### config.mk
export PLATFORM = sky130hd
export DESIGN_NAME = pc_sum
export DESIGN_NICKNAME = d
export VERILOG_FILES = /design/src/rtl/pc_sum.sv
export SDC_FILE = /design/constraint.sdc
export NUM_CORES = 1
export LEC_CHECK = 0
export BUFFER_PORTS_ARGS = -buffer_cell sky130_fd_sc_hd__buf_2
export CAP_MARGIN = 20
export CORE_AREA = 5 5 96 98
export DETAILED_ROUTE_END_ITERATION = 8
export DIE_AREA = 0 0 101 103
export PLACE_DENSITY = 0.62
export SETUP_SLACK_MARGIN = 0.15
export SYNTH_ARGS = -nofsm -noshare
export SYNTH_HDL_FRONTEND = slang
export SYNTH_SLANG_ARGS = --single-unit
### constraint.sdc
create_clock -name clk -period 1.3 [get_ports clk]
set_input_delay 0.39 -clock clk [delete_from_list [all_inputs] [get_ports clk]]
set_output_delay 0.39 -clock clk [all_outputs]
set_load 0.1 [all_outputs]
### src/rtl/pc_sum.sv
// pc_sum: registered program-counter target adder for the RV32 fetch/branch path.
// Adds two XLEN-bit operands modulo 2^XLEN, optionally clears bit 0 (JALR),
// reports the unsigned carry-out and flags targets that break instruction alignment.
module pc_sum #(
    parameter int unsigned         XLEN     = 32,
    parameter logic [XLEN-1:0]     RESET_PC = '0,
    parameter int unsigned         IALIGN   = 32
) (
    input  logic            clk,
    input  logic            rst,
    input  logic            in_valid,
    input  logic [XLEN-1:0] op_a,
    input  logic [XLEN-1:0] op_b,
    input  logic            jalr,
    output logic [XLEN-1:0] newpc,
    output logic            out_valid,
    output logic            carry,
    output logic            misaligned
);

    localparam int unsigned SUM_W = XLEN + 1;

    logic [SUM_W-1:0] sum_c;
    logic [XLEN-1:0]  newpc_d,      newpc_q;
    logic             out_valid_d,  out_valid_q;
    logic             carry_d,      carry_q;
    logic             misaligned_d, misaligned_q;

    // Next-state: capture a new target on in_valid, otherwise hold the result.
    always_comb begin
        newpc_d      = newpc_q;
        carry_d      = carry_q;
        misaligned_d = misaligned_q;
        out_valid_d  = 1'b0;
        sum_c        = SUM_W'(op_a) + SUM_W'(op_b);

        if (in_valid) begin
            newpc_d = sum_c[XLEN-1:0];
            if (jalr) begin
                newpc_d[0] = 1'b0;
            end
            carry_d      = sum_c[XLEN];
            // Only 32-bit alignment can be violated; bit 0 is never set by a
            // legal target, so bit 1 alone decides.
            misaligned_d = (IALIGN == 32) ? newpc_d[1] : 1'b0;
            out_valid_d  = 1'b1;
        end
    end

    // Result registers; reset takes effect immediately, independent of clk.
    always_ff @(posedge clk or posedge rst) begin
        if (rst) begin
            newpc_q      <= RESET_PC;
            out_valid_q  <= 1'b0;
            carry_q      <= 1'b0;
            misaligned_q <= 1'b0;
        end else begin
            newpc_q      <= newpc_d;
            out_valid_q  <= out_valid_d;
            carry_q      <= carry_d;
            misaligned_q <= misaligned_d;
        end
    end

    assign newpc      = newpc_q;
    assign out_valid  = out_valid_q;
    assign carry      = carry_q;
    assign misaligned = misaligned_q;

endmodule

== Yosys cells after proc, flatten, opt, wreduce, memory -nomap -nowiden ==
Index checks and enable logic that the tools add are counted.

* Register bits after elaboration: 35
* Input port bits: 68
* Output and inout port bits: 35

* Add/sub/neg operators: 1
* Mux-type cells: 2

{| class="wikitable"
|+ Operator list
! kind !! count
|-
| $add A32 B32 Y33 || 1
|-
| $mux W1 || 2
|}

== Depth between registers and ports, before layout ==
* Depth in word-level cells: 2
* Mapped depth: 8
* Gate-level depth less buffers: 8

== Least setup slack after synthesis ==
OpenSTA, ideal clock, no wires.

* Path type: input-to-reg
* Start: input port op_a[8]
* End: register newpc_q[23], in the netlist newpc[23]
* Library setup time: 0.120 ns
* Arrival time: 2.433 ns
* Setup slack: -1.252 ns
* Stages: 7
* Path buffers: 0
* Path through: ha_1 a21o_1 a22o_4 or4b_4 o211a_1 or3_1 a31o_1

* Word-level cells in the longest chain between the ends: 1

{| class="wikitable"
|+ RTL lines
! item !! line !! source
|-
| from (decl) || 12 || <nowiki>input logic [XLEN-1:0] op_a,</nowiki>
|-
| $add A32 B32 Y33 || 35 || <nowiki>sum_c = SUM_W'(op_a) + SUM_W'(op_b);</nowiki>
|-
| to (signal assigned) || 58 || <nowiki>newpc_q <= newpc_d;</nowiki>
|-
| to (decl) || 24 || <nowiki>logic [XLEN-1:0] newpc_d, newpc_q;</nowiki>
|}

No other way between the ends.
A chain may end at the register's enable or synchronous reset.

== Worst setup path in the final report ==
* Start: input port op_a[8]
* End: register newpc_q[19], in the netlist newpc[19]

Same word-level chain as after synthesis.

==> metrics.yaml <==
outcome:
  status: "finished, violations left"
  violations: "setup timing"
die:
  io_pins: 103
  core_area_mm2: 0.00838
  rows: 34
  fp.dieH_um: 103
  die_area_mm2: 0.0104
  start_util: 0.382
  chipWidth_um: 101
synthesis:
  seq_area_frac_synth: 0.266
  post-synth-top-count-cell: "a21oi_1"
  synth_edf_count: 0
  yosysWarnings: 0
  async_flop_share: 1.00
  syn_avg_cell_area_um2: 8.35
  syn-num-nets: 484
  synth.cell_area_mm2: 0.00320
  ys_top_cells_by_area: "dfrtp_1 (27%), ha_1 (13%), a21oi_1 (5.6%)"
  yosysTopAreaCell: "dfrtp_1"
  syn_inst: 383
  yosysTopAreaCellShare: 0.266
  synth.distinct_cells: 56
  synth_common_cells: "a21oi_1 (36), dfrtp_1 (34), nand2_1 (34)"
  ys_ff_latch: 34
  synth_ff_type: "dfrtp_1"
drt:
  drc_errors: 0
  wl_um: 12100
  final_antenna_net_count: 0
  avgViaCountPerCell: 5.67
  firstDrtPassIters: 5
  vias: 4016
  wire_per_inst_um: 17.2
  drt-initial-drc-count: 232
clocking:
  cts.hold.buffers_added: 0
  cts_buffers: 5
  root_buffer: "clkbuf_8"
  clkSinkCount: 34
  cts_max_path_buffers: 2
  clk_latency_ps: 290
  cts_max_level: 2
  tritoncts: "built"
  path_clk_slew_ps: 80
worst_setup_path:
  start_kind: "input port"
  crit_required_ps: 1490
  cp.arrival_ps: 2570
  criticalPathCategory: "input port to register"
  cp_max_fo: 4
  endpoint_kind: "register"
global_routing:
  grt_start_max_net_pins: 35
  grt_pass1_wl_um: 19300
  antenna_found_initial: 0
  grt_pass1_vias: 4047
  track_usage: 0.232
  grt.overflow.total: 0
place:
  dp_hpwl_um: 9130
  place_ws_ps: -1350
  place_congestion: 0.892
  numPortBuffers: 102
sta:
  hold_viol: 0
  fin_skew_ps: 0
  tightest_slew_ps: 407
  rsz0062_at_grt: "yes"
  fin_crit_ps: 2380
  slew_violations: 0
  setup_ws_ps: -1080
  period_share: 1.83
  slew_headroom: 0.728
  fmax_mhz: 420
  finalSetupViolations: 36
job:
  drv_cap: 0
pwr:
  ir_drop_v: 0.000672
  powerDensity_mw_per_mm2: 1190
  power.leakage_nw: 2.74
  p_total_mw: 7.32
hold_path:
  min_path_type: "input port to async pin"
finish:
  fill_cells: 613
  drive_above_1_share: 0.590
  n_antenna_cell: 0
  nNetsFinal: 700
  areaGrowthSynthToFinish_pct: 93.0
==> registers in the layout (all words and copies together), names as in the netlist <==
signal / count
carry: 1
newpc: 32
out_valid: 1
==> power by group <==
part / internal [mW] / switching, mW
clock: 0.565 / 0.444
combinational: 2.03 / 2.73
sequential: 1.30 / 0.248
==> metrics by stage <==
stage          std cells  setup TNS [ps]  instance area, um2  utilization  hold WS [ps]
2_1_floorplan        383          -18740                3670            -           421
3_3_place_gp         680          -29210                5520        0.659           454
3_5_place_dp         680          -30260                5520        0.659           463
4_1_cts              700          -20390                6030        0.719           151
5_1_grt              708          -23500                6170        0.737           169
6_report             708          -21560                6170        0.737           143
==> critical path: stages <==
cell	delay (ps)
buf_8	100
ha_4	250
a21o_1	180
a22o_4	260
or4b_4	530
o211ai_1	250
or4b_4	510
o311ai_2	100
==> cell usage in the layout (no fill, tap or decap), types with 4 or more instances in the layout <==
master and n:
a21oi_2 7, nor2_1 19, ha_1 13, a21oi_1 26, o211ai_1 5, mux2_4 6
or3_1 4, dfrtp_2 33, a21o_1 15, nand2_1 32, o21ai_0 18, buf_4 102
inv_1 10, nand3_1 6, buf_12 37, o21ai_1 7, buf_2 58, nand4_1 13
o31ai_1 5, xor2_1 4, clkbuf_8 5, nor3_1 13, a211o_1 8, xnor2_1 6
ha_4 18, buf_6 29, o21a_1 7, a211oi_2 4
==> path summary, 6_finish.rpt <==
kind,startpoint,end,slack (ps),cells past startpoint
setup reg to reg,newpc[19],newpc[19],240,3
min in group clk,jalr,newpc[0],270,2
setup / recovery,op_a[8],newpc[19],-1080,8
max in group asynchronous,rst,newpc[1],950,3
hold reg to reg,newpc[30],newpc[30],530,2
hold / removal,rst,carry,140,3
==> area by class of cell <==
type	count	area, um2	share of cell area
repair buffers	229	2170	0.351
inverters	10	37.5	0.00608
clock inverters	3	40.0	0.00649
well taps	108	135	0.0219
flip-flops and latches	34	896	0.145
clock buffers	5	68.8	0.0111
multi-input cells	319	2830	0.458
==> routing by layer <==
layer	up-vias	track usage	part of all wire
met3	29	0.0352	0.058
met5	-	0	0
li1	1908	-	-
met4	0	0.0798	0.024
met1	1925	0.293	0.42
met2	154	0.405	0.50
==> cells by family after synthesis <==
group | synth area share
AOI/OAI and AO/OA | 0.316
and+or+nand+nor | 0.179
DFF | 0.266
adders and majority gates | 0.131
buffers and inverters | 0.0372
xor gates and xnor gates | 0.0329
muxes | 0.0380
==> what timing repair did <==
item                                   in CTS  in global routing
buffers inserted                           12                  8
pin swaps                                  46                 26
endpoints found under the hold margin       0                  0
cloned                                      0                  0
gates resized for setup                    70                 20
setup endpoints to repair                  67                 66
Power figures use the tool's default switching activity.
